--- src/rtl/tv80_mem_arbiter_if.sv ---
// tv80_mem_arbiter_if: CPU, host and RAM bus signals around the TV80 memory arbiter
interface tv80_mem_arbiter_if #(
    parameter int AW = 16,
    parameter int DW = 8
);
    logic          cpu_mreq_n;
    logic          cpu_rd_n;
    logic          cpu_wr_n;
    logic [AW-1:0] cpu_addr;
    logic [DW-1:0] cpu_dout;
    logic [DW-1:0] cpu_di;
    logic          cpu_wait_n;
    logic          host_req;
    logic          host_we;
    logic [AW-1:0] host_addr;
    logic [DW-1:0] host_wdata;
    logic          host_ack;
    logic [DW-1:0] host_rdata;
    logic          mem_cs;
    logic          mem_we;
    logic [AW-1:0] mem_addr;
    logic [DW-1:0] mem_wdata;
    logic [DW-1:0] mem_rdata;

    modport slave (
        input  cpu_mreq_n, cpu_rd_n, cpu_wr_n, cpu_addr, cpu_dout,
        output cpu_di, cpu_wait_n,
        input  host_req, host_we, host_addr, host_wdata,
        output host_ack, host_rdata,
        output mem_cs, mem_we, mem_addr, mem_wdata,
        input  mem_rdata
    );

    modport master (
        output cpu_mreq_n, cpu_rd_n, cpu_wr_n, cpu_addr, cpu_dout,
        input  cpu_di, cpu_wait_n,
        output host_req, host_we, host_addr, host_wdata,
        input  host_ack, host_rdata,
        input  mem_cs, mem_we, mem_addr, mem_wdata,
        output mem_rdata
    );
endinterface

--- src/rtl/tv80_mem_arbiter.sv ---
// tv80_mem_arbiter: shares one synchronous-read RAM between the TV80 bus and a host loader port
module tv80_mem_arbiter #(
    parameter int AW           = 16,
    parameter int DW           = 8,
    parameter int MEM_LAT      = 1,
    parameter int STARVE_LIMIT = 8
) (
    input logic               clk,
    input logic               reset_n,
    tv80_mem_arbiter_if.slave bus
);
    localparam logic [2:0] IDLE    = 3'd0;
    localparam logic [2:0] CPU_RD  = 3'd1;
    localparam logic [2:0] CPU_WR  = 3'd2;
    localparam logic [2:0] HOST_RD = 3'd3;
    localparam logic [2:0] HOST_WR = 3'd4;
    localparam logic [1:0] LAT     = 2'(MEM_LAT);
    localparam logic [7:0] LIMIT   = 8'(STARVE_LIMIT);

    logic [2:0]    state;
    logic [1:0]    cnt;
    logic [7:0]    starve;
    logic          cpu_served;
    logic          cpu_abort;
    logic          we_q;
    logic [AW-1:0] addr_q;
    logic [DW-1:0] wdata_q;
    logic [DW-1:0] cpu_di_q;
    logic          host_ack_q;
    logic [DW-1:0] host_rdata_q;
    logic          cpu_valid;
    logic          host_pend;
    logic          host_busy;
    logic          host_win;
    logic          cpu_win;
    logic          lat_done;
    logic          we_nx;
    logic [AW-1:0] addr_nx;
    logic [DW-1:0] wdata_nx;

    // Arbitration is decided in IDLE and the RAM command goes out in that same cycle;
    // the host request is ignored during its own ack cycle so it is not re-granted
    always_comb begin
        cpu_valid = !bus.cpu_mreq_n && (!bus.cpu_rd_n || !bus.cpu_wr_n) && !cpu_served;
        host_pend = bus.host_req && !host_ack_q;
        host_busy = state == HOST_RD || state == HOST_WR;
        host_win  = reset_n && state == IDLE && host_pend && (!cpu_valid || starve >= LIMIT);
        cpu_win   = reset_n && state == IDLE && cpu_valid && !host_win;
        lat_done  = cnt == LAT;
        we_nx     = host_win ? bus.host_we : cpu_win ? !bus.cpu_wr_n : we_q;
        addr_nx   = host_win ? bus.host_addr : cpu_win ? bus.cpu_addr : addr_q;
        wdata_nx  = host_win ? bus.host_wdata : cpu_win ? bus.cpu_dout : wdata_q;
    end

    assign bus.mem_cs     = host_win || cpu_win;
    assign bus.mem_we     = we_nx;
    assign bus.mem_addr   = addr_nx;
    assign bus.mem_wdata  = wdata_nx;
    assign bus.cpu_wait_n = !(cpu_valid && reset_n);
    assign bus.cpu_di     = cpu_di_q;
    assign bus.host_ack   = host_ack_q;
    assign bus.host_rdata = host_rdata_q;

    // Access sequencing, starvation counting and one-op-per-machine-cycle bookkeeping
    always_ff @(posedge clk or negedge reset_n) begin
        if (!reset_n) begin
            state        <= IDLE;
            cnt          <= '0;
            starve       <= '0;
            cpu_served   <= 1'b0;
            cpu_abort    <= 1'b0;
            we_q         <= 1'b0;
            addr_q       <= '0;
            wdata_q      <= '0;
            cpu_di_q     <= '0;
            host_ack_q   <= 1'b0;
            host_rdata_q <= '0;
        end else begin
            host_ack_q <= 1'b0;
            we_q       <= we_nx;
            addr_q     <= addr_nx;
            wdata_q    <= wdata_nx;
            starve     <= host_win ? 8'd0 :
                          (host_pend && !host_busy && starve != 8'hff) ? starve + 8'd1 : starve;
            if (bus.cpu_mreq_n)
                cpu_served <= 1'b0;
            case (state)
                IDLE: begin
                    cnt       <= 2'd1;
                    cpu_abort <= 1'b0;
                    if (host_win)
                        state <= bus.host_we ? HOST_WR : HOST_RD;
                    else if (cpu_win)
                        state <= !bus.cpu_wr_n ? CPU_WR : CPU_RD;
                end
                CPU_RD: begin
                    if (bus.cpu_mreq_n)
                        cpu_abort <= 1'b1;
                    if (lat_done) begin
                        state <= IDLE;
                        if (!bus.cpu_mreq_n && !cpu_abort) begin
                            cpu_di_q   <= bus.mem_rdata;
                            cpu_served <= 1'b1;
                        end
                    end else begin
                        cnt <= cnt + 2'd1;
                    end
                end
                CPU_WR: begin
                    state <= IDLE;
                    if (!bus.cpu_mreq_n && !cpu_abort)
                        cpu_served <= 1'b1;
                end
                HOST_RD: begin
                    if (lat_done) begin
                        state        <= IDLE;
                        host_rdata_q <= bus.mem_rdata;
                        host_ack_q   <= 1'b1;
                    end else begin
                        cnt <= cnt + 2'd1;
                    end
                end
                HOST_WR: begin
                    state      <= IDLE;
                    host_ack_q <= 1'b1;
                end
                default: state <= IDLE;
            endcase
        end
    end

    a_cs_pulse: assert property (@(posedge clk) disable iff (!reset_n) bus.mem_cs |=> !bus.mem_cs);
    a_ack_pulse: assert property (@(posedge clk) disable iff (!reset_n) bus.host_ack |=> !bus.host_ack);
endmodule

--- src/flat_wrapper.sv ---
// flat-port wrapper written by rule: the top's interface ports become plain ports
module tv80_mem_arbiter_flat 
#(
    parameter int AW           = 16,
    parameter int DW           = 8,
    parameter int MEM_LAT      = 1,
    parameter int STARVE_LIMIT = 8
)
  (clk, reset_n, bus_cpu_mreq_n, bus_cpu_rd_n, bus_cpu_wr_n, bus_cpu_addr, bus_cpu_dout, bus_cpu_di, bus_cpu_wait_n, bus_host_req, bus_host_we, bus_host_addr, bus_host_wdata, bus_host_ack, bus_host_rdata, bus_mem_cs, bus_mem_we, bus_mem_addr, bus_mem_wdata, bus_mem_rdata);
  tv80_mem_arbiter_if #(.AW(AW), .DW(DW)) bus_i ();
  input logic clk;
  input logic reset_n;
  input wire logic [$bits(bus_i.cpu_mreq_n)-1:0] bus_cpu_mreq_n;
  input wire logic [$bits(bus_i.cpu_rd_n)-1:0] bus_cpu_rd_n;
  input wire logic [$bits(bus_i.cpu_wr_n)-1:0] bus_cpu_wr_n;
  input wire logic [$bits(bus_i.cpu_addr)-1:0] bus_cpu_addr;
  input wire logic [$bits(bus_i.cpu_dout)-1:0] bus_cpu_dout;
  output wire logic [$bits(bus_i.cpu_di)-1:0] bus_cpu_di;
  output wire logic [$bits(bus_i.cpu_wait_n)-1:0] bus_cpu_wait_n;
  input wire logic [$bits(bus_i.host_req)-1:0] bus_host_req;
  input wire logic [$bits(bus_i.host_we)-1:0] bus_host_we;
  input wire logic [$bits(bus_i.host_addr)-1:0] bus_host_addr;
  input wire logic [$bits(bus_i.host_wdata)-1:0] bus_host_wdata;
  output wire logic [$bits(bus_i.host_ack)-1:0] bus_host_ack;
  output wire logic [$bits(bus_i.host_rdata)-1:0] bus_host_rdata;
  output wire logic [$bits(bus_i.mem_cs)-1:0] bus_mem_cs;
  output wire logic [$bits(bus_i.mem_we)-1:0] bus_mem_we;
  output wire logic [$bits(bus_i.mem_addr)-1:0] bus_mem_addr;
  output wire logic [$bits(bus_i.mem_wdata)-1:0] bus_mem_wdata;
  input wire logic [$bits(bus_i.mem_rdata)-1:0] bus_mem_rdata;
  assign bus_i.cpu_mreq_n = bus_cpu_mreq_n;
  assign bus_i.cpu_rd_n = bus_cpu_rd_n;
  assign bus_i.cpu_wr_n = bus_cpu_wr_n;
  assign bus_i.cpu_addr = bus_cpu_addr;
  assign bus_i.cpu_dout = bus_cpu_dout;
  assign bus_cpu_di = bus_i.cpu_di;
  assign bus_cpu_wait_n = bus_i.cpu_wait_n;
  assign bus_i.host_req = bus_host_req;
  assign bus_i.host_we = bus_host_we;
  assign bus_i.host_addr = bus_host_addr;
  assign bus_i.host_wdata = bus_host_wdata;
  assign bus_host_ack = bus_i.host_ack;
  assign bus_host_rdata = bus_i.host_rdata;
  assign bus_mem_cs = bus_i.mem_cs;
  assign bus_mem_we = bus_i.mem_we;
  assign bus_mem_addr = bus_i.mem_addr;
  assign bus_mem_wdata = bus_i.mem_wdata;
  assign bus_i.mem_rdata = bus_mem_rdata;
  tv80_mem_arbiter #(.AW(AW), .DW(DW), .MEM_LAT(MEM_LAT), .STARVE_LIMIT(STARVE_LIMIT)) u_core (.clk(clk), .reset_n(reset_n), .bus(bus_i));
endmodule
--- config.mk ---
export PLATFORM = sky130hd
export DESIGN_NAME = tv80_mem_arbiter_flat
export DESIGN_NICKNAME = d
export VERILOG_FILES = /design/src/rtl/tv80_mem_arbiter_if.sv /design/src/rtl/tv80_mem_arbiter.sv /design/src/flat_wrapper.sv
export SDC_FILE = /design/constraint.sdc
export NUM_CORES = 1
export LEC_CHECK = 0
export CORE_ASPECT_RATIO = 1.5
export CORE_UTILIZATION = 25
export CTS_CLUSTER_SIZE = 28
export DETAILED_ROUTE_END_ITERATION = 12
export GPL_TIMING_DRIVEN = 0
export PLACE_DENSITY = 0.55
export SLEW_MARGIN = 0
export SYNTH_ARGS = -nofsm -noshare
export SYNTH_HDL_FRONTEND = slang
export SYNTH_SLANG_ARGS = --single-unit
--- constraint.sdc ---
create_clock -name clk -period 2 [get_ports clk]
set_input_delay 0.3 -clock clk [delete_from_list [all_inputs] [get_ports clk]]
set_output_delay 0.3 -clock clk [all_outputs]
set_load 0.05 [all_outputs]
; Yosys cells after proc, flatten, opt, wreduce, memory -nomap -nowiden
; Index checks and enable logic that the tools add are counted.
[totals]
register_bits = 57
out_inout_bits = 44
elab_cells = 84
[op_classes]
n_addsub = 2
magnitude_cmp = 1
n_eq_ne = 10
muxes = 24
reduce_logical = 36
[op_table]
columns = operator, count
row1 = $mux W16, 2
row2 = $mux W8, 4
row3 = $logic_and A1 B1 Y1, 12
row4 = $mux W3, 4
row5 = $logic_not A1 Y1, 10
row6 = $add A8 B1 Y8 const B, 1
row7 = $ge A8 B4 Y1 const B, 1
row8 = $ne A8 B8 Y1 const B, 1
row9 = $reduce_and A2 Y1, 4
row10 = $mux W1, 7
row11 = $eq A3 B2 Y1 const B, 2
row12 = $pmux W1 S2, 3
row13 = $pmux W3 S2, 1
row14 = $reduce_bool A2 Y1, 3
row15 = $logic_or A1 B1 Y1, 4
row16 = $mux W2, 2
row17 = $ne A2 B2 Y1 const B, 2
row18 = $pmux W2 S2, 1
row19 = $eq A3 B1 Y1 const B, 1
row20 = $eq A3 B3 Y1 const B, 1
row21 = $logic_not A3 Y1, 1
row22 = $ne A3 B1 Y1 const B, 1
row23 = $reduce_and A3 Y1, 1
row24 = $add A2 B1 Y2 const B, 1
row25 = 3 further kinds, 3

; Longest topological paths before layout
[logic_depth]
ltp_word = 12
ltp_mapped = 6
ltp_nobuf = 5

; Worst setup path after synthesis
; OpenSTA, ideal clock, no wires.
[synth_timing]
kind = reg2out
start = reg u_core.state[1]
end = out bus_mem_addr[10]
t_arrival_ps = 2005
required_time_ps = 1700
path_slack_ps = -305
stages_incl_launch_ff = 5
n_path_buf = 1
path_cell_list = dfrtp_1 or4b_4 nor3b_4 buf_2 a221o_1
[synth_via]
elab_chain_len = 8
word_cells_on_any_way = 9
[synth_lines]
columns = element, line_no
row1 = start: declaration, tv80_mem_arbiter.sv:20  ; logic [2:0] state;
row2 = start signal: assignment, tv80_mem_arbiter.sv:92  ; state <= bus.host_we ? HOST_WR : HOST_RD;
row3 = start signal: assignment, tv80_mem_arbiter.sv:94  ; state <= !bus.cpu_wr_n ? CPU_WR : CPU_RD;
row4 = $logic_not A3 Y1 *, "tv80_mem_arbiter.sv:47, tv80_mem_arbiter.sv:48"
row5 = $logic_and A1 B1 Y1 *, "tv80_mem_arbiter.sv:47, tv80_mem_arbiter.sv:48"
row6 = $logic_and A1 B1 Y1 (2 in a row), tv80_mem_arbiter.sv:47  ; host_win = reset_n && state == IDLE && host_pend && (!cpu_valid || starve >= LIMIT);
row7 = $logic_not A1 Y1, tv80_mem_arbiter.sv:48  ; cpu_win = reset_n && state == IDLE && cpu_valid && !host_win;
row8 = $logic_and A1 B1 Y1, tv80_mem_arbiter.sv:48
row9 = $mux W16, tv80_mem_arbiter.sv:51  ; addr_nx = host_win ? bus.host_addr : cpu_win ? bus.cpu_addr : addr_q;
row10 = $mux W16 *, tv80_mem_arbiter.sv:51
row11 = end: declaration, flat_wrapper.sv:28  ; output wire logic [$bits(bus_i.mem_addr)-1:0] bus_mem_addr;
; Every way passes the cells marked *; elsewhere a longest branch is shown, timed or not.

; Worst setup path in the final report
[layout_timing]
start = reg u_core.state[0]
end = out bus_mem_addr[12]
; Same word-level chain as after synthesis.

==> impl_metrics.tcl <==
set metrics [dict create \
    setup_ws_ns -0.665 \
    start_kind "flop" \
    grt.total_usage 0.147 \
    die_area_um2 10900 \
    use_met2 0.267 \
    setup_viol 41 \
    end_kind "output pin" \
    drc_errors 0 \
    n_antenna_cell 0 \
    row_count 45 \
    path_delay_family "simple AND/OR/NAND/NOR gates" \
    core_area_um2 10200 \
    ys_types 39 \
    fin_crit_sh 1.33 \
    first_pass_iters 4 \
    regArea_um2 1430 \
    insertion_delay_ns 0.33 \
    timing.fmax_mhz 375 \
    first_global_vias 2532 \
    area_growth_syn_to_layout_pct 83.2 \
    grt_first_pass_wirelength_um 12400 \
    final_max_slew_viol_count 0 \
    cts_max_level 3 \
    die_h_um 128 \
    wire_per_inst_um 15.0 \
    hold_violations 0 \
    worstPathCellList "or4b_4 -> o21bai_4 -> buf_6 -> and2_4 -> a221o_2 -> buf_8" \
    nets 437 \
    synthTopCellsByArea "dfrtp_1 54%, a221o_1 9.9%, mux2_2 6.9%, and2_0 5.7%, a21oi_1 2.3%" \
    drive_gt1_frac 0.426 \
    fin_crit_ns 2.67 \
    violations "negative setup slack" \
    netlist.area_leader.share 0.543 \
    cts_sinks 57 \
    synth-seq-area-share 0.543 \
    final_cell_mix "78 x clkdlybuf4s50_1, 55 x dfrtp_1, 25 x a221o_2" \
    grt_max_degree 32 \
    cts_tree "built" \
    vias_per_cell 4.61 \
    ys_seq_elements 57 \
    cts-root-buf "clkbuf_16" \
    worst_slew_pin_slew_ns 0.517 \
    synthCells 217 \
    cts_buffers 9 \
    wirelength_um 7750 \
    p_per_area_nw_per_um2 1430 \
    final_common_cell "clkdlybuf4s50_1" \
    syn_avg_cell_area_um2 12.1 \
    finalClockSkew_ns 0.00585 \
    path_clk_slew_ns 0.05 \
    syn_nets 283 \
    slew_headroom 0.654 \
    ir_worst_vdd_mv 0.769 \
    vias 2381 \
    fillCellCount 944 \
    port-buffer-count 106 \
    drtAntennaViolNets 0 \
    ff2ff_path_depth 7 \
    max_stage_delay_ns 0.59 \
    status "finished with violations" \
    io_pins 107 \
    overflow 0 \
    busiest_layer "met2" \
    critPathSlowestCell "or4b_4" \
    synth_top_area_cell "dfrtp_1" \
    initial_utilization 0.258 \
    crit_path_max_fanout 6 \
    cap_violations 0 \
    met1_usage 0.155 \
    netlist_area_um2 2630 \
    crit_buf_inv 2 \
    crit_cells 6 \
    critPathKind "flop to output pin" \
    clockBufferDepth 2 \
    multi_input_area_um2 1240 \
    post-dp-hpwl_um 5180 \
    hold_path_class "primary input to asynchronous set/reset pin" \
    grt_util_met3 0.0530 \
    gp_congestion 0.773 \
    ys.warnings.count 0 \
    holdWs_ns 0.0477 \
    rsz0062_at_grt "true" \
    required_ns 1.70 \
    p_leak_nw 2.07 \
    first_iter_violations 64 \
    fin_total_pwr_mw 6.89 \
    arrival_ns 2.37 \
    antenna_found_initial 0 \
    die_w_um 85.7 \
]
## metal layers
metal	vias up	share of wire
met5	-	0
met4	0	0.014
met3	6	0.058
met2	68	0.54
met1	1168	0.39
li1	1139	-
## through the flow
stage               cell area, um2  std cells  TNS [ns]   util  setup slack, ns
floorplan                     2670        217     -5.56      -           -0.195
global placement              3900        464   -257.73  0.383            -3.59
finish                        4820        517    -17.80  0.473           -0.665
detailed placement            3920        465    -57.09  0.384            -1.61
CTS                           4730        513    -18.05  0.464           -0.673
global route                  4820        517    -19.89  0.473           -0.711
## final timing paths
kind	slack [ns]	from	to
worst max-delay path	-0.67	u_core.state[0]	bus_mem_addr[12]
worst min-delay path	0.05	reset_n	u_core.wdata_q[4]
worst max register to register	-0.23	u_core.state[0]	u_core.addr_q[0]
worst min register to register	0.51	u_core.bus.cpu_di[1]	u_core.bus.cpu_di[1]
max in group asynchronous	1.77	reset_n	u_core.bus.cpu_di[4]
min in group clk	0.51	u_core.bus.cpu_di[1]	u_core.bus.cpu_di[1]
## repair_timing
item,CTS,global route
gates cloned,4,0
endpoints found under the setup margin,61,62
setup buffers,25,8
hold buffers,3,0
resized for setup,245,25
endpoints found under the hold margin,26,0
pin swaps,23,3
## final cells by class
type / instances / share of cell area
Timing Repair Buffer: 142 / 0.322
Sequential cell: 57 / 0.297
Multi-Input combinational cell: 145 / 0.259
Clock buffer: 10 / 0.0496
Tap cell: 141 / 0.0366
Buffer: 9 / 0.0161
Clock inverter: 6 / 0.0140
Inverter: 7 / 0.00598
## synth_stat cells, drive strengths merged
| master | n |
|---|---|
| buf | 9 |
| a21oi | 12 |
| nand2b | 1 |
| nor4 | 1 |
| a311oi | 1 |
| or4 | 3 |
| a211oi | 1 |
| nand2 | 6 |
| a211o | 1 |
| or3 | 1 |
| a221o | 26 |
| o211ai | 1 |
| o311ai | 1 |
| nor3b | 1 |
| o21bai | 1 |
| mux2i | 1 |
| nor2b | 3 |
| inv | 7 |
| o31ai | 2 |
| o22a | 1 |
| o21ai | 3 |
| ha | 3 |
| nand3b | 1 |
| or3b | 1 |
| nand3 | 6 |
| and2 | 25 |
| o211a | 1 |
| o22ai | 1 |
| nor2 | 9 |
| nor3 | 5 |
| dfrtp | 57 |
| o41ai | 4 |
| a311o | 1 |
| or4b | 2 |
| mux2 | 16 |
| nand4 | 2 |
## cells by family (layout without fill, tap and decap cells)
kind of cell,after synthesis,after routing,share of synthesized area
DFF,57,57,0.543
and+or+nand+nor,67,67,0.152
muxes,17,17,0.0723
adders and majority gates,3,3,0.0143
AOI/OAI and AO/OA,57,58,0.187
buffers and inverters,16,174,0.0319
## power breakdown
group	leakage [nW]	internal [mW]	switching, mW	total (mW)
Combinational	1.21	1.67	1.96	3.63
Sequential	0.708	1.54	0.184	1.72
Clock	0.145	0.997	0.541	1.54
Total	2.07	4.20	2.69	6.89
## worst reg2reg max path, cell delays in order, from the launching register on
cell and delay (ns):
dfrtp_2 0.40, or4b_4 0.59, o21bai_4 0.26, buf_6 0.16, and2_4 0.13, a221o_2 0.33, buf_4 0.14, buf_4 0.12
## sequential cells by signal, indices dropped and copies added, names as in the netlist
register and count:
u_core.cnt 2, u_core.wdata_q 8, u_core.cpu_served 1, u_core.we_q 1
u_core.state 3, u_core.bus.host_ack 1, u_core.cpu_abort 1, u_core.starve 8
u_core.bus.cpu_di 8, u_core.bus.host_rdata 8, u_core.addr_q 16
No activity file was read; power rests on OpenSTA's default activity.
